File: src/rtl/sr_drive_ctrl_if.sv
// Button, feedback and status bundle between board-side logic and sr_drive_ctrl.
// The master modport drives the buttons and Q feedback. The slave modport is the controller.
interface sr_drive_ctrl_if;
   logic btn_set;
   logic btn_clr;
   logic q_fb;
   logic S;
   logic R;
   logic busy;
   logic conflict;
   logic dropped;
   logic fault;

   modport master (
      output btn_set, btn_clr, q_fb,
      input  S, R, busy, conflict, dropped, fault
   );

   modport slave (
      input  btn_set, btn_clr, q_fb,
      output S, R, busy, conflict, dropped, fault
   );
endinterface

File: src/rtl/sr_drive_ctrl.sv
// Debounced set/clear buttons -> exclusive S/R pulses for an MS SR flip-flop, with a Q check afterwards.
// Press to S/R rise takes DEBOUNCE_CYCLES+3 edges. Requests arriving while busy are dropped, never queued.
module sr_drive_ctrl #(
   parameter int DEBOUNCE_CYCLES = 4,
   parameter int HOLD_CYCLES     = 1
) (
   input  logic          clk,
   input  logic          rst,
   sr_drive_ctrl_if.slave bus
);

   localparam int CW = (DEBOUNCE_CYCLES < 1) ? 1 : $clog2(DEBOUNCE_CYCLES + 1);
   localparam int HW = (HOLD_CYCLES < 1) ? 1 : $clog2(HOLD_CYCLES + 1);
   localparam logic [CW-1:0] CNT_LAST = CW'(DEBOUNCE_CYCLES - 1);
   localparam logic [HW-1:0] HOLD_END = HW'(HOLD_CYCLES);

   typedef enum logic [1:0] {IDLE, DRIVE, CHECK} state_t;

   // index 0 = set, index 1 = clear
   logic [1:0]    btn_raw;
   logic [1:0]    meta_q;
   logic [1:0]    sync_q;
   logic [1:0]    deb_q;
   logic [1:0]    req_q;
   logic [CW-1:0] cnt_q [2];

   state_t        state_q, state_d;
   logic [HW-1:0] hold_q, hold_d;
   logic          exp_q, exp_d;
   logic          fault_q, fault_d;
   logic          conflict_q, conflict_d;
   logic          dropped_q, dropped_d;
   logic          s_q, r_q;
   logic          any_req;
   logic          drive_on;

   assign btn_raw = {bus.btn_clr, bus.btn_set};

   always_ff @(posedge clk or posedge rst) begin
      if (rst) begin
         meta_q <= '0;
         sync_q <= '0;
         deb_q  <= '0;
         req_q  <= '0;
         for (int i = 0; i < 2; i++) cnt_q[i] <= '0;
      end else begin
         meta_q <= btn_raw;
         sync_q <= meta_q;
         for (int i = 0; i < 2; i++) begin
            req_q[i] <= 1'b0;
            if (sync_q[i] == deb_q[i]) begin
               cnt_q[i] <= '0;
            end else if (cnt_q[i] == CNT_LAST) begin
               // level accepted; only a rising level becomes a request
               cnt_q[i] <= '0;
               deb_q[i] <= sync_q[i];
               req_q[i] <= sync_q[i];
            end else begin
               cnt_q[i] <= cnt_q[i] + 1'b1;
            end
         end
      end
   end

   assign any_req = req_q[0] | req_q[1];

   always_ff @(posedge clk or posedge rst) begin
      if (rst) begin
         state_q    <= IDLE;
         hold_q     <= '0;
         exp_q      <= 1'b0;
         fault_q    <= 1'b0;
         conflict_q <= 1'b0;
         dropped_q  <= 1'b0;
      end else begin
         state_q    <= state_d;
         hold_q     <= hold_d;
         exp_q      <= exp_d;
         fault_q    <= fault_d;
         conflict_q <= conflict_d;
         dropped_q  <= dropped_d;
      end
   end

   always_comb begin
      state_d    = state_q;
      hold_d     = hold_q;
      exp_d      = exp_q;
      fault_d    = fault_q;
      conflict_d = 1'b0;
      dropped_d  = 1'b0;
      case (state_q)
         IDLE: begin
            if (req_q[0] && req_q[1]) begin
               conflict_d = 1'b1;
            end else if (any_req) begin
               state_d = DRIVE;
               hold_d  = '0;
               exp_d   = req_q[0];
            end
         end
         DRIVE: begin
            dropped_d = any_req;
            if (hold_q == HOLD_END) state_d = CHECK;
            else                    hold_d  = hold_q + 1'b1;
         end
         CHECK: begin
            dropped_d = any_req;
            if (bus.q_fb != exp_q) fault_d = 1'b1;
            state_d = IDLE;
         end
         default: state_d = IDLE;
      endcase
   end

   // Launched on the falling edge so S/R are settled across each whole clk-high phase they cover.
   assign drive_on = (state_q == DRIVE) && (hold_q < HOLD_END);

   always_ff @(negedge clk or posedge rst) begin
      if (rst) begin
         s_q <= 1'b0;
         r_q <= 1'b0;
      end else begin
         s_q <= drive_on &&  exp_q;
         r_q <= drive_on && !exp_q;
      end
   end

   assign bus.S        = s_q;
   assign bus.R        = r_q;
   assign bus.busy     = (state_q != IDLE);
   assign bus.conflict = conflict_q;
   assign bus.dropped  = dropped_q;
   assign bus.fault    = fault_q;

endmodule
File: src/flat_wrapper.sv
// flat-port wrapper written by rule: the top's interface ports become plain ports
module sr_drive_ctrl_flat 
#(
   parameter int DEBOUNCE_CYCLES = 4,
   parameter int HOLD_CYCLES     = 1
)
  (clk, rst, bus_btn_set, bus_btn_clr, bus_q_fb, bus_S, bus_R, bus_busy, bus_conflict, bus_dropped, bus_fault);
  sr_drive_ctrl_if bus_i ();
  input  logic clk;
  input  logic rst;
  input wire logic [$bits(bus_i.btn_set)-1:0] bus_btn_set;
  input wire logic [$bits(bus_i.btn_clr)-1:0] bus_btn_clr;
  input wire logic [$bits(bus_i.q_fb)-1:0] bus_q_fb;
  output wire logic [$bits(bus_i.S)-1:0] bus_S;
  output wire logic [$bits(bus_i.R)-1:0] bus_R;
  output wire logic [$bits(bus_i.busy)-1:0] bus_busy;
  output wire logic [$bits(bus_i.conflict)-1:0] bus_conflict;
  output wire logic [$bits(bus_i.dropped)-1:0] bus_dropped;
  output wire logic [$bits(bus_i.fault)-1:0] bus_fault;
  assign bus_i.btn_set = bus_btn_set;
  assign bus_i.btn_clr = bus_btn_clr;
  assign bus_i.q_fb = bus_q_fb;
  assign bus_S = bus_i.S;
  assign bus_R = bus_i.R;
  assign bus_busy = bus_i.busy;
  assign bus_conflict = bus_i.conflict;
  assign bus_dropped = bus_i.dropped;
  assign bus_fault = bus_i.fault;
  sr_drive_ctrl #(.DEBOUNCE_CYCLES(DEBOUNCE_CYCLES), .HOLD_CYCLES(HOLD_CYCLES)) u_core (.clk(clk), .rst(rst), .bus(bus_i));
endmodule
File: config.mk
export PLATFORM = sky130hd
export DESIGN_NAME = sr_drive_ctrl_flat
export DESIGN_NICKNAME = d
export VERILOG_FILES = /design/src/rtl/sr_drive_ctrl_if.sv /design/src/rtl/sr_drive_ctrl.sv /design/src/flat_wrapper.sv
export SDC_FILE = /design/constraint.sdc
export NUM_CORES = 1
export LEC_CHECK = 0
export BUFFER_PORTS_ARGS = -buffer_cell sky130_fd_sc_hd__buf_2
export CAP_MARGIN = 10
export CORE_MARGIN = 2
export CORE_UTILIZATION = 35
export DETAILED_ROUTE_END_ITERATION = 8
export HOLD_SLACK_MARGIN = 0.03
export PLACE_DENSITY = 0.49
export SYNTH_ARGS = -nofsm -noshare
export SYNTH_HDL_FRONTEND = slang
export SYNTH_SLANG_ARGS = --single-unit
export TNS_END_PERCENT = 1
File: constraint.sdc
create_clock -name clk -period 1.8 [get_ports clk]
set_input_delay 0.36 -clock clk [delete_from_list [all_inputs] [get_ports clk]]
set_output_delay 0.36 -clock clk [all_outputs]
set_load 0.01 [all_outputs]
==> flow_metrics.py <==
metrics = {
    "grt": {
        "groute.layer.met1.usage_pct": 12.7,
        "grt.met3_usage_pct": 5.91,
        "grt.overflow.total": 0,
        "gr-max-usage-layer": "met2",
        "grt_first_pass_wirelength_um": 2260,
        "antenna_found_initial": 0,
        "grt_pass1_vias": 536,
        "globalRouteTotalUtil_pct": 11.2,
        "global_route.usage.met2_pct": 17.5,
        "grt_max_degree": 22,
    },
    "setup_path": {
        "critical_path.top_delay_family": "flip-flops",
        "critical_r2r_capture": "u_core.bus.R$_DFF_NP0_",
        "startpoint_type": "register",
        "worst-endpoint-required_ps": 1440,
        "critical_path_cell_count": 1,
        "critical_path.max_stage_delay_ps": 420,
        "critical_path.slowest_cell": "sky130_fd_sc_hd__dfrtn_1",
        "setup.reg_to_reg.worst_slack_ps": -70,
        "worst_r2r_startpoint": "u_core.state_q[0]$_DFFE_PP0P_",
        "endpoint_kind": "output pin",
        "critical_path_arrival_ps": 1720,
        "rr_worst_depth": 3,
        "cp_num_buf_inv": 1,
        "worstPathCellList": "buf_6",
        "cp_max_fo": 1,
        "criticalPathCategory": "reg -> out",
    },
    "sta": {
        "rsz0062_at_grt": "true",
        "final-setup-viol-count": 4,
        "max_slew.worst_pin.slew_ps": 289,
        "drv_slew": 0,
        "fin_ws_ps": -277,
        "final_hold_slack_ps": 149,
        "clock-skew-final_ps": 7.39,
        "worst_slew_margin_rel_pct": 80.7,
        "timing_hold_violations_final": 0,
    },
    "clocking": {
        "cts.path.max_buffers": 2,
        "clk_transition_reported_paths_ps": 120,
        "number_of_buffers_inserted_to_repair_setup_after_cts": 0,
        "cts-root-buf": "sky130_fd_sc_hd__clkbuf_4",
        "number_of_cts_inserted_buffers": 3,
        "numClockSinks": 23,
        "clkLatencyLatePin_ps": 310,
        "htree_levels": 1,
        "post_cts_hold_buffer_count": 0,
        "clock_tree_from_tritoncts": "yes",
    },
    "synth": {
        "yosys_warnings": 0,
        "netlist_area_um2": 912,
        "synthesis.nets": 76,
        "yosys-top-cells-area": "sky130_fd_sc_hd__dfrtp_1, sky130_fd_sc_hd__ha_1, sky130_fd_sc_hd__dfrtn_1, sky130_fd_sc_hd__nor3b_1, sky130_fd_sc_hd__mux2_2",
        "synth_largest_type_area_fraction_pct": 57.6,
        "post_synthesis_cell_type_count": 24,
        "ys_ff_latch": 23,
        "post_synth_inst_count": 65,
        "post-synth-top-area-cell": "sky130_fd_sc_hd__dfrtp_1",
        "synth.yosys.seq_area_share_pct": 63.1,
        "postSynthAreaPerCell_um2": 14.0,
    },
    "placed_design": {
        "gp_congestion": 0.789,
        "portBuffers": 10,
        "post-dp-hpwl_um": 973,
        "dpl-instance-area_um2": 1040,
        "place_ws_ps": -51.1,
    },
    "worst_hold_path": {
        "worstHoldStart": "bus_btn_clr",
        "min_delay_worst_endpoint": "u_core.meta_q[1]$_DFF_PP0_",
        "min_path_type": "in -> reg",
        "whs_path_depth": 1,
    },
    "route": {
        "drcViolationCount": 0,
        "num_vias": 527,
        "wl_per_cell_um": 11.0,
        "firstDrtPassIters": 1,
        "drt-initial-drc-count": 0,
        "routed_wl_um": 1250,
        "vias_per_cell": 4.62,
        "antenna_violating_nets_post_route": 0,
    },
    "final_layout": {
        "drive_gt1_share_pct": 34.5,
        "postLayoutCellArea_um2": 1100,
        "final_cell_mix": "sky130_fd_sc_hd__dfrtp_1, sky130_fd_sc_hd__buf_2, sky130_fd_sc_hd__buf_4",
        "multi_input_comb_area_um2": 342,
        "design.final.nets": 96,
        "utilization_pct": 44.3,
        "antenna_cells": 0,
        "fill_cell_instance_count_of_the_final_layout": 234,
        "final_common_cell": "sky130_fd_sc_hd__dfrtp_1",
        "syn_to_final_growth_pct": 20.3,
        "flip_flop_and_latch_area_um2": 576,
    },
    "die": {
        "initial_utilization_pct": 36.8,
        "placementRows": 18,
        "num_io_pins": 11,
        "die_area_um2": 3030,
        "core_um2": 2480,
        "die_outline_height_um": 55.1,
        "die-width_um": 55.1,
    },
    "power_and_ir_drop": {
        "total_power_mw": 1.42,
        "max-vdd-ir-drop_mv": 0.753,
        "p_per_area_nw_per_um2": 1300,
        "power.static_leakage_nw": 0.549,
    },
    "run_status": {
        "outcome": "complete, but fails checks",
        "violations": "setup timing",
    },
    "run": {
        "maxCapViolCount": 0,
    },
}
-- sequential cells by signal, summed over array words and instances, names as in the netlist --
name,count
u_core.bus.dropped,1
u_core.req_q,2
u_core.cnt_q,6
u_core.bus.R,1
u_core.bus.conflict,1
u_core.state_q,2
u_core.sync_q,2
u_core.hold_q,1
u_core.exp_q,1
u_core.meta_q,2
u_core.bus.S,1
u_core.bus.fault,1
u_core.deb_q,2
-- stage by stage --
step           std cells  setup TNS, ps
6_report             114           -684
5_1_grt              114           -904
4_1_cts              114           -732
3_5_place_dp         110           -101
3_3_place_gp         110          -90.4
2_1_floorplan         65           -133
-- logic make-up (layout without fill, tap and decap cells) --
group,count (synthesis),in the layout,synth area share [%]
AOI/OAI and AO/OA,10,10,7.41
xor gates and xnor gates,4,4,4.66
adders and majority gates,6,6,8.23
buffers and inverters,4,23,1.65
DFF,23,23,63.1
muxes,3,3,3.70
and+or+nand+nor,15,15,11.2
-- routing by layer --
| metal | routed length (um) | part of all wire (%) |
|---|---|---|
| met4 | 29 | 2.3 |
| met5 | 0 | 0 |
| met1 | 570 | 46 |
| met2 | 563 | 45 |
| met3 | 87 | 7.0 |
-- what timing repair did --
action,4_1_cts,5_1_grt
resized for setup,1,4
endpoints found under the hold margin,0,0
setup endpoints to repair,5,5
pin swaps,1,0
-- power breakdown --
part           switching (mW)  internal, mW  leakage (nW)  total (mW)
sequential             0.0758         0.631         0.293       0.707
combinational           0.219         0.268         0.238       0.487
clock                   0.146        0.0830        0.0177       0.229
total                   0.440         0.982         0.549        1.42
-- cell type report --
type                       count  share of cell area (%)
timing repair buffer          15                    9.12
inverter                       4                    1.37
tap                           30                    3.42
clock inverter                 1                   0.456
multi-input combinational     38                    31.1
clock buffer                   3                    2.05
sequential                    23                    52.5
-- cells in the mapped netlist, drive strengths merged --
| cell type | count |
|---|---|
| nor3b | 4 |
| and3 | 1 |
| nor2b | 4 |
| o22a | 1 |
| o21a | 3 |
| dfrtp | 21 |
| a21oi | 2 |
| nand2 | 1 |
| and2 | 1 |
| mux2 | 3 |
| inv | 4 |
| ha | 6 |
| a21o | 1 |
| xnor2 | 3 |
| dfrtn | 2 |
| xor2 | 1 |
| o21ai | 3 |
| nor3 | 2 |
| and3b | 2 |
-- worst max-delay path by stage --
stage	startpoint	endpoint	slack, ps
after floorplan	u_core.state_q[1]$_DFFE_PP0P_	u_core.bus.S$_DFF_NP0_	-70
after global placement	u_core.state_q[1]$_DFFE_PP0P_	u_core.bus.S$_DFF_NP0_	-50
after detailed placement	u_core.state_q[1]$_DFFE_PP0P_	u_core.bus.R$_DFF_NP0_	-50
after CTS	u_core.bus.R$_DFF_NP0_	bus_R	-300
after global routing	u_core.bus.R$_DFF_NP0_	bus_R	-330
final	u_core.bus.R$_DFF_NP0_	bus_R	-280
(Power assumes the default switching activity.)
